### src/rtl/alu_pkg.sv
// alu_pkg: shared ALU definitions for the execute stage.
//   - op_e        : operation encodings (undefined codes 6/7 behave as PASS)
//   - SAT_MAX/MIN : signed 16-bit saturation limits
//   - FLAG_Z/V/N  : bit positions of the zero, overflow and negative flags
//   - add_overflow: signed overflow of an adder given its operands and sum
package alu_pkg;

  typedef enum logic [2:0] {
    OP_ADD    = 3'd0,
    OP_SUB    = 3'd1,
    OP_XOR    = 3'd2,
    OP_RED    = 3'd3,
    OP_PADDSB = 3'd4,
    OP_PASS   = 3'd5
  } op_e;

  localparam logic [15:0] SAT_MAX = 16'h7FFF;
  localparam logic [15:0] SAT_MIN = 16'h8000;

  localparam int FLAG_Z = 2;
  localparam int FLAG_V = 1;
  localparam int FLAG_N = 0;

  // Overflow when both operands share a sign and the sum's sign differs.
  // Operand B is already inverted for SUB, so one rule covers ADD and SUB.
  function automatic logic add_overflow(input logic [15:0] a,
                                        input logic [15:0] b,
                                        input logic [15:0] sum);
    return (a[15] == b[15]) && (sum[15] != a[15]);
  endfunction

endpackage

### src/rtl/sat_flag_calc.sv
// sat_flag_calc: combinational saturation and next-flag computation.
// Ports:
//   op        in  3   operation code (alu_pkg::op_e encodings)
//   op_a      in  16  adder operand A
//   op_b      in  16  adder operand B (already inverted for SUB)
//   sum_raw   in  16  unsaturated adder sum
//   alt_res   in  16  result for all non-ADD/SUB ops
//   flags_cur in  3   current {Z,V,N} flag register
//   res       out 16  final result to be captured
//   flags_nxt out 3   flag value to load if this result is accepted
module sat_flag_calc
  import alu_pkg::*;
(
  input  logic [2:0]  op,
  input  logic [15:0] op_a,
  input  logic [15:0] op_b,
  input  logic [15:0] sum_raw,
  input  logic [15:0] alt_res,
  input  logic [2:0]  flags_cur,
  output logic [15:0] res,
  output logic [2:0]  flags_nxt
);

  logic        ovf_s;
  logic [15:0] sat_s;

  // Saturate the adder sum toward the sign of operand A on overflow.
  always_comb begin
    ovf_s = add_overflow(op_a, op_b, sum_raw);
    if (ovf_s) begin
      if (op_a[15]) begin
        sat_s = SAT_MIN;
      end else begin
        sat_s = SAT_MAX;
      end
    end else begin
      sat_s = sum_raw;
    end
  end

  // Select the result and the flags each op is allowed to touch; the rest hold.
  always_comb begin
    res       = alt_res;
    flags_nxt = flags_cur;
    case (op)
      OP_ADD, OP_SUB: begin
        res               = sat_s;
        flags_nxt[FLAG_Z] = (sat_s == 16'h0000);
        flags_nxt[FLAG_V] = ovf_s;
        flags_nxt[FLAG_N] = sat_s[15];
      end
      OP_XOR: begin
        flags_nxt[FLAG_Z] = (alt_res == 16'h0000);
      end
      default: begin
        res       = alt_res;
        flags_nxt = flags_cur;
      end
    endcase
  end

endmodule

### src/rtl/ex_flag_stage.sv
// ex_flag_stage: one-entry output register for the ALU result plus the
// {Z,V,N} flag register, with a valid/ready handshake on both sides.
// Ports:
//   clk, rst_n     clock and asynchronous active-low reset
//   in_valid/ready upstream handshake (in_ready is combinational)
//   op, op_a, op_b, sum_raw, alt_res  upstream ALU data
//   flush          drop this cycle's capture and invalidate the held result
//   out_valid/ready downstream handshake
//   result         registered final result
//   flags          registered {Z,V,N}
module ex_flag_stage
  import alu_pkg::*;
(
  input  logic        clk,
  input  logic        rst_n,
  input  logic        in_valid,
  output logic        in_ready,
  input  logic [2:0]  op,
  input  logic [15:0] op_a,
  input  logic [15:0] op_b,
  input  logic [15:0] sum_raw,
  input  logic [15:0] alt_res,
  input  logic        flush,
  output logic        out_valid,
  input  logic        out_ready,
  output logic [15:0] result,
  output logic [2:0]  flags
);

  logic        accept_s;
  logic [15:0] calc_res_s;
  logic [2:0]  calc_flags_s;

  sat_flag_calc u_calc (
    .op        (op),
    .op_a      (op_a),
    .op_b      (op_b),
    .sum_raw   (sum_raw),
    .alt_res   (alt_res),
    .flags_cur (flags),
    .res       (calc_res_s),
    .flags_nxt (calc_flags_s)
  );

  // Ready whenever the register is empty or is being drained this cycle.
  assign in_ready = !out_valid | out_ready;
  assign accept_s = in_valid & in_ready & !flush;

  // Output register and flag register; flush wins over capture.
  always_ff @(posedge clk or negedge rst_n) begin
    if (!rst_n) begin
      out_valid <= 1'b0;
      result    <= 16'h0000;
      flags     <= 3'b000;
    end else if (flush) begin
      out_valid <= 1'b0;
    end else if (accept_s) begin
      out_valid <= 1'b1;
      result    <= calc_res_s;
      flags     <= calc_flags_s;
    end else if (out_ready) begin
      out_valid <= 1'b0;
    end
  end

endmodule

### config.mk
export PLATFORM = sky130hd
export DESIGN_NAME = ex_flag_stage
export DESIGN_NICKNAME = d
export VERILOG_FILES = /design/src/rtl/alu_pkg.sv /design/src/rtl/sat_flag_calc.sv /design/src/rtl/ex_flag_stage.sv
export SDC_FILE = /design/constraint.sdc
export NUM_CORES = 1
export LEC_CHECK = 0
export ABC_AREA = 1
export CORE_MARGIN = 5
export CORE_UTILIZATION = 29
export DETAILED_ROUTE_END_ITERATION = 16
export HOLD_SLACK_MARGIN = 0.03
export MAX_ROUTING_LAYER = met4
export PLACE_DENSITY = 0.77
export SETUP_SLACK_MARGIN = 0.05
export SYNTH_ARGS = -nofsm -noshare
export SYNTH_HDL_FRONTEND = slang
export SYNTH_SLANG_ARGS = --single-unit
### constraint.sdc
create_clock -name clk -period 1 [get_ports clk]
set_input_delay 0.25 -clock clk [delete_from_list [all_inputs] [get_ports clk]]
set_output_delay 0.25 -clock clk [all_outputs]
set_load 0.01 [all_outputs]
# Word-level counts from Yosys, hierarchy flattened
# Index checks and enable logic that the tools add are counted.
dict set report word_totals {
  ram_bits 0
  output_inout_bits 21
  latchBits 0
  memories 0
  reg_bits 20
  word_cells 31
  romBits 0
}
dict set report op_classes {
  mux 7
  n_lt_le_gt_ge 0
  n_bitwise 4
  addsub 0
  shift 0
  eq_ne 4
  div 0
  reduce_logical 12
  multipliers 0
}
# operator count
set op_table {}
lappend op_table {{$mux 16} 3}
lappend op_table {{$logic_not 16->1} 2}
lappend op_table {{$reduce_and 3->1} 2}
lappend op_table {{$eq 3x1->1 const B} 1}
lappend op_table {{$eq 3x2->1 const B} 1}
lappend op_table {{$logic_not 3->1} 1}
lappend op_table {{$mux 1} 3}
lappend op_table {{$reduce_bool 3->1} 1}
lappend op_table {{$and 1x1->1} 2}
lappend op_table {{$logic_not 1->1} 2}
lappend op_table {{$pmux 1 s2} 1}
lappend op_table {{$reduce_and 2->1} 1}
lappend op_table {{$reduce_bool 2->1} 1}
lappend op_table {{$reduce_or 2->1} 1}
lappend op_table {{$eq 1x1->1} 1}
lappend op_table {{$logic_and 1x1->1} 1}
lappend op_table {{$ne 1x1->1} 1}
lappend op_table {{$not 1->1} 1}
lappend op_table {{$or 1x1->1} 1}

# Depth between registers and ports, before layout
# Gate-level depths: netlist of the first run.
dict set report depth {
  depth_word 6
  ltp_mapped 9
  depth_no_buf 8
}

# By module
# Synthesis of the first run repeated with hierarchy kept, for this count alone.
dict set report hier_totals {
  hier_cells 189
  hier_area_um2 1383.8
}
# mod n_inst area_per_inst_um2 cells_each
set modules_own_cells {}
lappend modules_own_cells {ex_flag_stage 1 834.6 88}
lappend modules_own_cells {sat_flag_calc 1 549.3 101}

# Worst setup path before layout of the first run
# Ideal clock, no wire load.
dict set report synth_path {
  path_kind {register -> register}
  startpoint {register out_valid}
  endpoint {register result[8]}
  setup_time_ps 128
  path_slack_ps -265
  stages_incl_launch_ff 9
  n_path_buf 1
  period_less_slack_ps 1265
  t_arrival_ps 1137
  required_ps 872
  path_cell_list {dfrtp_1 -> inv_1 -> nor2_1 -> inv_2 -> nand2_2 -> inv_2 -> buf_2 -> o22ai_1 -> a31oi_1}
}
dict set report synth_via {
  elab_chain_len 5
}
# element line
set synth_rtl {}
lappend synth_rtl {{from (decl)} ex_flag_stage.sv:24} ;# output logic out_valid,
lappend synth_rtl {{from (signal assigned)} ex_flag_stage.sv:52} ;# out_valid <= 1'b0;
lappend synth_rtl {{from (signal assigned)} ex_flag_stage.sv:56} ;# out_valid <= 1'b0;
lappend synth_rtl {{from (signal assigned)} ex_flag_stage.sv:58} ;# out_valid <= 1'b1;
lappend synth_rtl {{$logic_not 1->1} ex_flag_stage.sv:46} ;# assign in_ready = !out_valid | out_ready;
lappend synth_rtl {{$or 1x1->1} ex_flag_stage.sv:46}
lappend synth_rtl {{named net in_ready} ex_flag_stage.sv:17} ;# output logic in_ready,
lappend synth_rtl {{$and 1x1->1 (2 in a row)} ex_flag_stage.sv:47} ;# assign accept_s = in_valid & in_ready & !flush;
lappend synth_rtl {{$reduce_and 2->1 (no source line)} n/a}
lappend synth_rtl {{to (signal assigned)} ex_flag_stage.sv:59} ;# result <= calc_res_s;
lappend synth_rtl {{to (decl)} ex_flag_stage.sv:26} ;# output logic [15:0] result,
# The timed path passes the listed nets, and every way through them passes these cells.
# A chain may end at the register's enable or synchronous reset.

# Worst setup path in the final report of the first run
dict set report layout_path {
  startpoint {input port flush}
  endpoint {register result[7]}
}
dict set report layout_via {
  elab_chain_len 3
  elab_cells_between_ends 4
}
# element line
set layout_rtl {}
lappend layout_rtl {{from (decl)} ex_flag_stage.sv:23} ;# input logic flush,
lappend layout_rtl {{$logic_not 1->1} ex_flag_stage.sv:47}
lappend layout_rtl {{$and 1x1->1} ex_flag_stage.sv:47}
lappend layout_rtl {{$reduce_and 2->1 (no source line) *} n/a}
# Mark *: on every way between the ends. The rest lies on a longest branch, timed or not.

==> results of run 1 <==
[kinds of logic (layout without fill, tap and decap cells)]
family | Yosys count | count (layout) | synth area share
simple gates | 61 | 61 | 0.226
compound gates | 55 | 55 | 0.267
buf+inv | 16 | 126 | 0.0632
flops | 20 | 20 | 0.443
[flip-flops by register name, indices dropped and copies added (netlist names)]
| signal | cells |
|---|---|
| out_valid | 1 |
| flags | 3 |
| result | 16 |
[routing by layer]
metal / share of wire / wire (µm) / vias to the layer above / GRT usage
met1: 0.39 / 1820 / 739 / 0.210
met3: 0.067 / 311 / 10 / 0.0277
met2: 0.52 / 2430 / 61 / 0.312
met4: 0.016 / 74 / 0 / 0.0492
li1: - / - / 741 / -
met5: 0 / 0 / - / -
[final timing paths]
kind,cells after the start,endpoint,slack (ns)
min in group clk,4,out_valid$_DFFE_PN0P_,0.49
worst max register to register,9,result[7]$_DFFE_PN0P_,-0.23
worst min-delay path,2,result[3]$_DFFE_PN0P_,0.33
max in group asynchronous,2,flags[1]$_DFFE_PN0P_,0.53
worst max-delay path,7,result[7]$_DFFE_PN0P_,-0.24
worst min register to register,2,result[15]$_DFFE_PN0P_,0.51
[timing repair]
| item | 4_1_cts | 5_1_grt |
|---|---|---|
| resized for setup | 130 | 8 |
| setup endpoints to repair | 40 | 40 |
| gates cloned | 4 | 0 |
| hold buffers | 0 | 0 |
| setup buffers | 12 | 10 |
| pin swaps | 17 | 2 |
[through the flow]
step / instances / utilization / setup TNS [ns] / hold WS (ns) / worst slack, ns
after global placement: 281 / 0.538 / -12.60 / 0.478 / -0.613
after CTS: 300 / 0.593 / -4.06 / 0.340 / -0.232
final: 310 / 0.622 / -4.15 / 0.333 / -0.241
after detailed placement: 281 / 0.538 / -13.23 / 0.490 / -0.656
after global routing: 310 / 0.622 / -5.96 / 0.350 / -0.300
after floorplan: 152 / - / -1.92 / -0.0456 / -0.197
[report_power, final]
| group | leakage (nW) | internal [W] | switching (W) | total [W] |
|---|---|---|---|---|
| registers | 0.243 | 0.000949 | 0.0000794 | 0.00103 |
| logic | 0.836 | 0.000743 | 0.000539 | 0.00128 |
| clock network | 0.0216 | 0.000268 | 0.000261 | 0.000530 |
[cell type report]
class	instances	area, µm²	share of cell area
repair inverters	2	12.5	0.00541
flip-flops and latches	20	500	0.216
multi-input cells	116	673	0.291
inverters	10	45.0	0.0195
well taps	48	60.1	0.0260
clock buffers	3	41.3	0.0179
repair buffers	111	980	0.424
[layout by cell type (no fill, tap or decap), drive strengths merged, types with 2 or more instances in the layout]
cell / count
buf: 70
nand2: 37
o21ai: 34
clkdlybuf4s50: 33
dfrtp: 20
nor2: 18
a21oi: 16
inv: 12
dlygate4sd2: 7
nand3: 3
clkbuf: 3
nand3b: 2
o22ai: 2
a31oi: 2
==> qor.txt, run 1 <==
area of the core region: 3720 µm²
Clock Skews: 0.00100 ns
total inserted antenna cells: 0
Antenna Violating Nets Remaining: 0
count of final hold-check violations: 0
data arrival time of the worst path: 1.44 ns
number of max-slew violations in the final report: 0
failing checks: negative setup slack
post-synthesis cell area: 1130 µm²
io pins: 93
GRT Overall Usage: 0.178
Max Buffers Root-to-Sink: 2
Area contributors post-synth: dfrtp_1 44%, nand2_1 11%, o21ai_0 8.0%, a21oi_1 6.7%, nor2_1 6.0%
Power Dens Cells: 1230 nW/µm²
clock root buffer: clkbuf_8
Synth async-reset ratio: 1.00
run status: finished, violations left
number of clock sinks: 20
Inserted Clock Buffers: 3
routed wirelength normalized by instance count: 15.0 µm
layout cell share with drive strength beyond 1: 0.416
antenna violations before repair: 0
EDFF count, synth: 0
clock tree from TritonCTS: built
Initial Util: 0.304
most frequent cells after synthesis: 32 x nand2_1, 20 x dfrtp_1, 18 x nor2_1, 18 x o21ai_0, 15 x a21oi_1
Data required, critical path: 1.20 ns
max capacitance violation total: 0
Layout area overhead: 105%
minimum clock period after layout: 1.24 ns
worst path bufs/invs: 2
Pre-Repair DR Iteration Count: 4
pin count of the biggest net entering global routing: 21
global-route congestion overflow total: 0
last weighted congestion value of the routability-driven placer: 0.875
fraction of the yosys area taken by sequential cells: 0.443
number of vias per cell after detailed routing: 5.00
vias post-DR: 1551
commonest register cell after synthesis: dfrtp_1
count of final setup violators: 40
FMAX: 806 MHz
min-delay worst type: in -> async
final layout net count: 336
Crit. Startpoint: flush
final worst-path cycle share: 1.24
Worst setup SP type: primary input
worst path setup slack after routing: -0.241 ns
number of warnings issued by yosys: 0
most frequent cell after synthesis: nand2_1
post-synthesis instance total: 152
clock network latency to the later pin of the worst-skew pair: 0.26 ns
slowest cell on the critical path: clkdlybuf4s50_1
std cell rows: 22
slew of the pin with the lowest slew margin: 0.204 ns
Post-Syn Nets: 224
maximum fanout count along the critical path: 8
clock-pin slew on the worst setup and hold paths: 0.07 ns
Synth Area per Inst: 7.42 µm²
Static Leak: 1.10 nW
number of global-route vias before repair: 1528
power consumption: 0.00284 W
Synth Register Bits: 20
ordered cell list for the critical path: clkdlybuf4s50_1, nor2_4, nand2_8, buf_6, a21oi_2, o21ai_1, nand2_1
cell type with the highest aggregate area in the netlist: dfrtp_1
Worst path max stage delay: 0.47 ns
distinct cell type count after synthesis: 20
height of the chip: 72.4 µm
relative slew slack: 0.863
category of the critical setup timing path: in -> reg
fraction of synthesized cell area taken by the top area cell type: 0.443
global-route wire length before repair: 7200 µm
filler instances: 327
final WL: 4640 µm
number of buffers inserted by port buffering: 62
DRC Markers: 0
H-tree Lvls: 1
Reg-to-Reg Start: out_valid$_DFFE_PN0P_
Design Area, Final: 2310 µm²
DPL Wire Length: 3030 µm
dpl cell area: 2000 µm²
width of the chip: 72.4 µm
Iteration-0 DRC Markers: 80
unrepaired setup endpoints after global routing: true
dominant delay contributor by cell family on the critical path: buffers and inverters
kind of capture point of the worst setup path: flop
die area: 5240 µm²
worst ir drop on vdd: 0.000688 V
No activity file was read; power rests on OpenSTA's default activity.
==> inputs of run 2 (changes only) <==
--- a/config.mk
+++ b/config.mk
@@ -12,7 +12,7 @@
 export HOLD_SLACK_MARGIN = 0.03
 export MAX_ROUTING_LAYER = met4
 export PLACE_DENSITY = 0.77
-export SETUP_SLACK_MARGIN = 0.05
+export SETUP_SLACK_MARGIN = 0.02
 export SYNTH_ARGS = -nofsm -noshare
 export SYNTH_HDL_FRONTEND = slang
 export SYNTH_SLANG_ARGS = --single-unit
==> results of run 2 <==
Final layout, timing and power as in run 1 (identical DEF).
==> inputs of run 3 (changes only) <==
--- a/config.mk
+++ b/config.mk
@@ -13,6 +13,7 @@
 export MAX_ROUTING_LAYER = met4
 export PLACE_DENSITY = 0.77
 export SETUP_SLACK_MARGIN = 0.02
+export SLEW_MARGIN = 20
 export SYNTH_ARGS = -nofsm -noshare
 export SYNTH_HDL_FRONTEND = slang
 export SYNTH_SLANG_ARGS = --single-unit
==> results of run 3 <==
Final layout, timing and power as in run 1 (identical DEF).
